**config.mk**
```make
export PLATFORM = sky130hd
export DESIGN_NAME = vending_mach
export DESIGN_NICKNAME = d
export VERILOG_FILES = /design/src/rtl/vm_pkg.sv /design/src/rtl/vm_stock_ctr.sv /design/src/rtl/vending_mach.sv
export SDC_FILE = /design/constraint.sdc
export NUM_CORES = 1
export LEC_CHECK = 0
export ABC_AREA = 1
export CORE_ASPECT_RATIO = 0.9
export CORE_MARGIN = 2
export CORE_UTILIZATION = 37
export CTS_CLUSTER_SIZE = 16
export DETAILED_ROUTE_END_ITERATION = 16
export GPL_ROUTABILITY_DRIVEN = 0
export SKIP_CTS_REPAIR_TIMING = 1
export SLEW_MARGIN = 40
export SYNTH_ARGS = -nofsm -noshare
export SYNTH_HDL_FRONTEND = slang
export SYNTH_SLANG_ARGS = --single-unit
```
**constraint.sdc**
```tcl
create_clock -name clk -period 5.4 [get_ports clk]
set_input_delay 0.81 -clock clk [delete_from_list [all_inputs] [get_ports clk]]
set_output_delay 0.81 -clock clk [all_outputs]
set_load 0.03 [all_outputs]
```
**src/rtl/vm_pkg.sv**
```systemverilog
// Shared types and constants for the three-product vending controller.
package vm_pkg;

    typedef enum logic [2:0] {
        ST_LOAD,
        ST_IDLE,
        ST_COLLECT,
        ST_DISPENSE,
        ST_REFUND
    } vm_state_t;

    localparam logic [1:0] PROD_NONE  = 2'b00;
    localparam logic [1:0] PROD_LEMON = 2'b01;
    localparam logic [1:0] PROD_SODA  = 2'b10;
    localparam logic [1:0] PROD_WATER = 2'b11;

    localparam logic [5:0] COIN_FIVE = 6'd5;
    localparam logic [5:0] COIN_TEN  = 6'd10;

    localparam int DEF_PRICE_LEMON = 10;
    localparam int DEF_PRICE_SODA  = 20;
    localparam int DEF_PRICE_WATER = 15;

    // Simultaneous selects resolve Lemonwater, then Sodabottle, then Waterbottle.
    function automatic logic [1:0] pick_product(input logic lemon, input logic soda,
                                                input logic water);
        logic [1:0] code;
        if (lemon)
            code = PROD_LEMON;
        else if (soda)
            code = PROD_SODA;
        else if (water)
            code = PROD_WATER;
        else
            code = PROD_NONE;
        return code;
    endfunction

endpackage

```
**src/rtl/vm_stock_ctr.sv**
```systemverilog
// Per-product stock counter: loaded once after reset, decremented on each dispense.
module vm_stock_ctr (
    input  logic       clk,
    input  logic       reset,
    input  logic       load,
    input  logic       dec,
    input  logic [4:0] load_val,
    output logic [4:0] count
);

    always_ff @(posedge clk or posedge reset) begin
        if (reset)
            count <= 5'd0;
        else if (load)
            count <= load_val;
        else if (dec && (count != 5'd0))
            count <= count - 5'd1;
    end

endmodule

```
**src/rtl/vending_mach.sv**
```systemverilog
// Coin-operated vending controller: product select, coin accumulation, dispense/refund.
//  state    | meaning
//  LOAD     | one cycle after reset, copy initial stock counts
//  IDLE     | waiting for a select of an in-stock product
//  COLLECT  | accumulating coins for the chosen product
//  DISPENSE | give pulse, change presented for one cycle
//  REFUND   | inserted coins returned as change for one cycle
module vending_mach
    import vm_pkg::*;
#(
    parameter int PRICE_LEMON = DEF_PRICE_LEMON,
    parameter int PRICE_SODA  = DEF_PRICE_SODA,
    parameter int PRICE_WATER = DEF_PRICE_WATER
) (
    input  logic       clk,
    input  logic       reset,
    input  logic       Fiverupee,
    input  logic       Tenrupee,
    input  logic       Lemonwater,
    input  logic       Sodabottle,
    input  logic       Waterbottle,
    input  logic       cancel,
    input  logic [4:0] Lemonwater_added,
    input  logic [4:0] Sodabottle_added,
    input  logic [4:0] Waterbottle_added,
    output logic [4:0] Lemonwater_available,
    output logic [4:0] Sodabottle_available,
    output logic [4:0] Waterbottle_available,
    output logic [4:0] coincount,
    output logic [1:0] product,
    output logic       give,
    output logic [4:0] change
);

    localparam logic [5:0] P_LEMON = 6'(PRICE_LEMON);
    localparam logic [5:0] P_SODA  = 6'(PRICE_SODA);
    localparam logic [5:0] P_WATER = 6'(PRICE_WATER);

    vm_state_t  state, state_nxt;
    logic       five_q, ten_q, lemon_q, soda_q, water_q;
    logic       five_e, ten_e, lemon_e, soda_e, water_e;
    logic [1:0] sel_code;
    logic [5:0] price, sum;
    logic       paid;
    logic [4:0] coincount_nxt, change_nxt;
    logic [1:0] product_nxt;
    logic       give_nxt;
    logic       stock_load, dec_lemon, dec_soda, dec_water;

    assign five_e  = Fiverupee   & ~five_q;
    assign ten_e   = Tenrupee    & ~ten_q;
    assign lemon_e = Lemonwater  & ~lemon_q;
    assign soda_e  = Sodabottle  & ~soda_q;
    assign water_e = Waterbottle & ~water_q;

    // Out-of-stock selects are masked before priority so they never block a valid one.
    assign sel_code = pick_product(lemon_e & (Lemonwater_available != 5'd0),
                                   soda_e  & (Sodabottle_available != 5'd0),
                                   water_e & (Waterbottle_available != 5'd0));

    always_comb begin
        price = 6'h3F;
        case (product)
            PROD_LEMON: price = P_LEMON;
            PROD_SODA:  price = P_SODA;
            PROD_WATER: price = P_WATER;
            default:    price = 6'h3F;
        endcase
    end

    assign sum  = {1'b0, coincount} + (five_e ? COIN_FIVE : 6'd0) + (ten_e ? COIN_TEN : 6'd0);
    assign paid = (sum >= price);

    always_ff @(posedge clk or posedge reset) begin
        if (reset) begin
            state     <= ST_LOAD;
            five_q    <= 1'b0;
            ten_q     <= 1'b0;
            lemon_q   <= 1'b0;
            soda_q    <= 1'b0;
            water_q   <= 1'b0;
            coincount <= 5'd0;
            change    <= 5'd0;
            product   <= PROD_NONE;
            give      <= 1'b0;
        end else begin
            state     <= state_nxt;
            five_q    <= Fiverupee;
            ten_q     <= Tenrupee;
            lemon_q   <= Lemonwater;
            soda_q    <= Sodabottle;
            water_q   <= Waterbottle;
            coincount <= coincount_nxt;
            change    <= change_nxt;
            product   <= product_nxt;
            give      <= give_nxt;
        end
    end

    always_comb begin
        state_nxt = state;
        case (state)
            ST_LOAD:     state_nxt = ST_IDLE;
            ST_IDLE:     if (sel_code != PROD_NONE) state_nxt = ST_COLLECT;
            ST_COLLECT: begin
                if (cancel)
                    state_nxt = ST_REFUND;
                else if (paid)
                    state_nxt = ST_DISPENSE;
            end
            ST_DISPENSE: state_nxt = ST_IDLE;
            ST_REFUND:   state_nxt = ST_IDLE;
            default:     state_nxt = ST_LOAD;
        endcase
    end

    always_comb begin
        coincount_nxt = 5'd0;
        change_nxt    = 5'd0;
        product_nxt   = PROD_NONE;
        give_nxt      = 1'b0;
        stock_load    = 1'b0;
        dec_lemon     = 1'b0;
        dec_soda      = 1'b0;
        dec_water     = 1'b0;
        case (state)
            ST_LOAD: stock_load = 1'b1;
            ST_IDLE: product_nxt = sel_code;
            ST_COLLECT: begin
                if (cancel) begin
                    // Coins arriving with cancel are not counted; only prior coins come back.
                    coincount_nxt = coincount;
                    change_nxt    = coincount;
                end else begin
                    coincount_nxt = sum[4:0];
                    product_nxt   = product;
                    if (paid) begin
                        give_nxt   = 1'b1;
                        change_nxt = 5'(sum - price);
                        dec_lemon  = (product == PROD_LEMON);
                        dec_soda   = (product == PROD_SODA);
                        dec_water  = (product == PROD_WATER);
                    end
                end
            end
            default: ;
        endcase
    end

    vm_stock_ctr u_stock_lemon (
        .clk      (clk),
        .reset    (reset),
        .load     (stock_load),
        .dec      (dec_lemon),
        .load_val (Lemonwater_added),
        .count    (Lemonwater_available)
    );

    vm_stock_ctr u_stock_soda (
        .clk      (clk),
        .reset    (reset),
        .load     (stock_load),
        .dec      (dec_soda),
        .load_val (Sodabottle_added),
        .count    (Sodabottle_available)
    );

    vm_stock_ctr u_stock_water (
        .clk      (clk),
        .reset    (reset),
        .load     (stock_load),
        .dec      (dec_water),
        .load_val (Waterbottle_added),
        .count    (Waterbottle_available)
    );

endmodule

```
* Yosys cells after proc, flatten, opt, wreduce, memory -nomap -nowiden
Index checks and enable logic that the tools add are counted.
Word-level totals: word-level logic and storage cells 93, output and inout port bits 28, input port bits 23, bits in registers 36
Operators by class: add/sub/neg operators 6, muxes and demuxes 36, eq/ne operators 11, reduce and logical (&&, ||, !) cells 13, magnitude comparators 1, bitwise gates (word level) 13
Operator list (count):
- $mux W5 | 11
- $pmux W6 S3 | 1
- $reduce_bool A5 Y1 | 3
- $sub A5 B1 Y5 const B | 3
- $mux W1 | 13
- $mux W3 | 4
- $pmux W3 S3 | 1
- $and A1 B1 Y1 | 8
- $mux W2 | 4
- $reduce_bool A2 Y1 | 4
- $add A5 B3 Y6 | 1
- $add A6 B4 Y6 | 1
- $eq A3 B2 Y1 const B | 2
- $ge A6 B6 Y1 | 1
- $ne A2 B2 Y1 const B | 3
- $not A1 Y1 | 5
- $sub A5 B5 Y5 | 1
- $eq A2 B2 Y1 const B | 2
- $mux W4 | 1
- $pmux W2 S2 | 1
- $eq A3 B1 Y1 const B | 1
- $eq A3 B3 Y1 const B | 1
- $logic_and A1 B1 Y1 | 3
- $logic_not A3 Y1 | 1
- 4 further kinds | 4

* Longest topological paths before layout
depth in word-level cells 12, gate-level depth with buffers 20, gate-level depth less buffers 20

* Cells and area by module
A second synthesis with hierarchy kept.
Second synthesis, totals: cells, all modules 311, area, all modules 2443.6 um2
By module, submodules not included:
- vending_mach | area each 1422.6 um2, instances 1, cells an instance 176, sequential area each 525.5 um2
- vm_stock_ctr | area each 340.3 um2, instances 3, cells an instance 45, sequential area each 125.1 um2

* Worst setup path after synthesis
OpenSTA, ideal clock, no wires.
path type input to register, from input port Tenrupee, to register u_stock_water.count[0], data required time 5.283 ns, buffers on the path 0, slack 2.658 ns, library setup time 0.117 ns, stages on the path 17, data arrival time 2.624 ns, cells stage by stage nand3_1 > and2_1 > ha_1 > inv_1 > nand2_1 > nand3_1 > nand3_1 > and2_1 > ha_1 > nand2_1 > inv_1 > nand2_1 > nand3_4 > nand3_4 > nand2_2 > nand2_1 > nand2_1
On the way: word-level cells in the longest chain between the ends 9
Ends and longest elaborated chain:
- start: declaration | RTL line vending_mach.sv:18 | input logic Tenrupee,
- $and A1 B1 Y1 | RTL line vending_mach.sv:51 | assign ten_e = Tenrupee & ~ten_q;
- $mux W4 | RTL line vending_mach.sv:71 | assign sum = {1'b0, coincount} + (five_e ? COIN_FIVE : 6'd0) + (ten_e ? COIN_TEN : 6'd0);
- $add A6 B4 Y6 | RTL line vending_mach.sv:71
- $ge A6 B6 Y1 | RTL line vending_mach.sv:72 | assign paid = (sum >= price);
- $mux W1 | RTL line vending_mach.sv:137 | if (paid) begin
- $mux W1 | RTL line vending_mach.sv:130 | if (cancel) begin
- $mux W1 | RTL line vending_mach.sv:126 | case (state)
- $logic_and A1 B1 Y1 | RTL line vm_stock_ctr.sv:16 | else if (dec && (count != 5'd0))
- $reduce_bool A2 Y1 (no source line)
- end signal: assignment | RTL line vm_stock_ctr.sv:15 | count <= load_val;
- end signal: assignment | RTL line vm_stock_ctr.sv:17 | count <= count - 5'd1;
- end: declaration | RTL line vm_stock_ctr.sv:8 | output logic [4:0] count
No other way between the ends. A chain may end at the register's enable or synchronous reset.

* Worst setup path in the final report
from input port Tenrupee, to register u_stock_lemon.count[4]
On the way: word-level cells in the longest chain between the ends 9
Ends and longest elaborated chain (RTL line):
- $and A1 B1 Y1 | vending_mach.sv:51
- $mux W4 | vending_mach.sv:71
- $add A6 B4 Y6 | vending_mach.sv:71
- $ge A6 B6 Y1 | vending_mach.sv:72
- $mux W1 | vending_mach.sv:137
- $mux W1 | vending_mach.sv:130
- $mux W1 | vending_mach.sv:126
- $logic_and A1 B1 Y1 | vm_stock_ctr.sv:16
- $reduce_bool A2 Y1 (no source line)
- end signal: assignment | vm_stock_ctr.sv:15
- end signal: assignment | vm_stock_ctr.sv:17
- end: declaration | vm_stock_ctr.sv:8
No other way between the ends.

==> results.yml <==
run_status:
  status: "finished clean"
detailed_routing:
  drt_first_iter_violations: 127
  drc: 0
  antenna_left: 0
  num_vias: 2189
  wirelength_mm: 5.69
  via_per_inst: 4.74
  wl_per_cell_um: 12.3
  drt_first_pass_iters: 4
sta:
  maxSlewHeadroom_pct: 55.3
  fmax_mhz: 307
  period_needed_ns: 3.26
  slew_viol_final: 0
  rsz0062_at_grt: "false"
  fin_skew_ns: 0.0141
  fin_ws_ns: 2.14
  worstMarginPinSlew_ns: 0.668
  fin_crit_sh_pct: 60.4
  hold_viol: 0
  setup_viol: 0
  timing.setup.tns_ns: 0
synthesis:
  synthFlopType: "dfrtp_1"
  syn_avg_cell_area_um2: 7.57
  synth-seq-area-share_pct: 37.1
  yosysUniqueCellTypes: 28
  synth.net_count: 363
  synth_warnings: 0
  ys_ff_latch: 36
  synth_edf_count: 0
  synth_cells: 321
  netlist_area_um2: 2430
  async_flop_share_pct: 100
pwr:
  finalPower_mw: 1.56
  p_leak_nw: 1.61
  power_density_nw_per_um2: 498
  ir_worst_vdd_uv: 250
placed_design:
  post-place-ws_ns: 1.84
  io_buffer_count: 50
  dp.cells: 454
  dpl.hpwl_mm: 4.33
setup_path:
  arrival_ns: 3.43
  required_ns: 5.57
  critPathLaunchType: "primary input"
  path_max_fanout: 6
  critPathKind: "in2reg"
  end_kind: "flip-flop"
flow_run:
  maxCapViolations: 0
die:
  io_pins: 51
  coreArea_um2: 6250
  rows: 27
  fp.dieH_um: 80.9
  die_width_um: 89.4
  dieArea_um2: 7230
  start_util_pct: 38.9
final_layout:
  final_cell_mix: "nand2_1 (82), clkdlybuf4s50_1 (50), inv_1 (48), nand3_1 (48), dfrtp_1 (36)"
  regArea_um2: 901
  syn_to_final_growth_pct: 29.0
  fillers: 590
  final_cells: 462
  nNetsFinal: 416
  n_antenna_cell: 0
  final_common_cell: "nand2_1"
  drive_gt1_share_pct: 6.67
  multi_input_area_um2: 1320
clock_tree:
  numCtsBuffers: 5
  cts.clk_slew.worst_paths_ns: 0.08
  cts_buffer_depth: 2
  ctsHtreeMaxLevel: 2
  cts_tree: "done"
  root_buffer: "clkbuf_8"
  clkSinkCount: 36
  clk-insertion-delay-late_ns: 0.29
grt:
  grtUsageMet1_pct: 25.1
  grt_pass1_wl_mm: 9.34
  met2_usage_pct: 24.1
  grt.total_usage_pct: 16.6
  grt.busiest_layer: "met1"
  grt_use_met3_pct: 3.46
  grt_overflow_total: 0
  grt_max_degree: 37
  antenna_found_initial: 0
  grt_pass1_vias: 2033
worst_hold_path:
  hold_path_class: "reg2reg"
-- path summary, 6_finish.rpt --
kind | from | endpoint | slack (ns) | cells after the start
max | Tenrupee | u_stock_lemon.count[4] | 2.14 | 18
min | u_stock_water.count[1] | u_stock_water.count[1] | 0.55 | 2
max reg2reg | ten_q | u_stock_lemon.count[4] | 2.75 | 18
min reg2reg | u_stock_water.count[1] | u_stock_water.count[1] | 0.55 | 2
max in group asynchronous | reset | u_stock_soda.count[2] | 4.13 | 3
min in group asynchronous | reset | u_stock_water.count[1] | 0.93 | 3
-- power breakdown --
part	total, mW	switching [mW]	internal [mW]
combinational	0.895	0.547	0.348
sequential	0.427	0.0819	0.346
clock	0.237	0.100	0.137
total	1.56	0.730	0.830
-- cells in the mapped netlist, types with 2 or more instances --
cell      instances  area [um^2]
o21ai_0           9         45.0
o21ai_1           3         15.0
xor2_1            2         17.5
a21oi_1          12         60.1
buf_2             3         15.0
nor2_1           20         75.1
nand2_2           5         31.3
nand3_4           4         70.1
a31oi_1           2         12.5
inv_1            48          180
dfrtp_1          36          901
mux2_2            3         33.8
and2_1            4         25.0
ha_1             18          225
nand3b_1          2         15.0
nand3_1          48          240
nand2_1          82          308
nand4_1           5         31.3
o22ai_1           6         37.5
-- per-layer routing --
metal,share of wire [%],up-vias
met3,4.3,2
met2,43,46
met4,0.67,0
met1,52,990
met5,0,-
li1,-,1151
-- layout make-up --
cell class                 instances  area share (%)
clock inverter                     3            1.36
multi-input combinational        231            42.1
inverter                          49            5.87
sequential                        36            28.8
clock buffer                       5            2.20
tap                               87            3.47
timing repair buffer              51            16.2
-- metrics by stage --
step	util [%]	hold slack, ns	area, um^2
2_1_floorplan	-	0.582	2430
3_3_place_gp	48.3	0.528	3020
3_5_place_dp	48.3	0.530	3020
4_1_cts	50.1	0.549	3130
5_1_grt	50.1	0.572	3130
6_report	50.1	0.549	3130
-- sequential cells by signal (all words and copies together), names as in the netlist --
signal               cells
state                    3
give                     1
five_q                   1
u_stock_water.count      5
water_q                  1
lemon_q                  1
u_stock_soda.count       5
ten_q                    1
change                   5
product                  2
u_stock_lemon.count      5
coincount                5
soda_q                   1
-- cells by family (layout without fill, tap and decap cells) --
family | after synthesis | after routing | share of synthesized area, %
buf+inv | 54 | 108 | 8.65
compound gates | 34 | 34 | 7.63
flops | 36 | 36 | 37.1
simple gates | 172 | 172 | 34.1
mux | 3 | 3 | 1.39
fa+ha+maj | 19 | 19 | 10.1
xor+xnor | 3 | 3 | 1.08
-- critical path, stage by stage --
cell and delay [ns]:
clkdlybuf4s50_1 0.54, nand3_1 0.15, and2_1 0.19, ha_1 0.19, inv_1 0.07, nand2_1 0.07, nand3_1 0.08, nand3_1 0.08
and2_1 0.17, ha_1 0.31, nand2_1 0.10, inv_1 0.04, nand2_1 0.09, nand3_4 0.14, nand3_4 0.13, nand2_2 0.10
nand2_1 0.10, nand2_1 0.05
No activity file was read; power rests on OpenSTA's default activity.
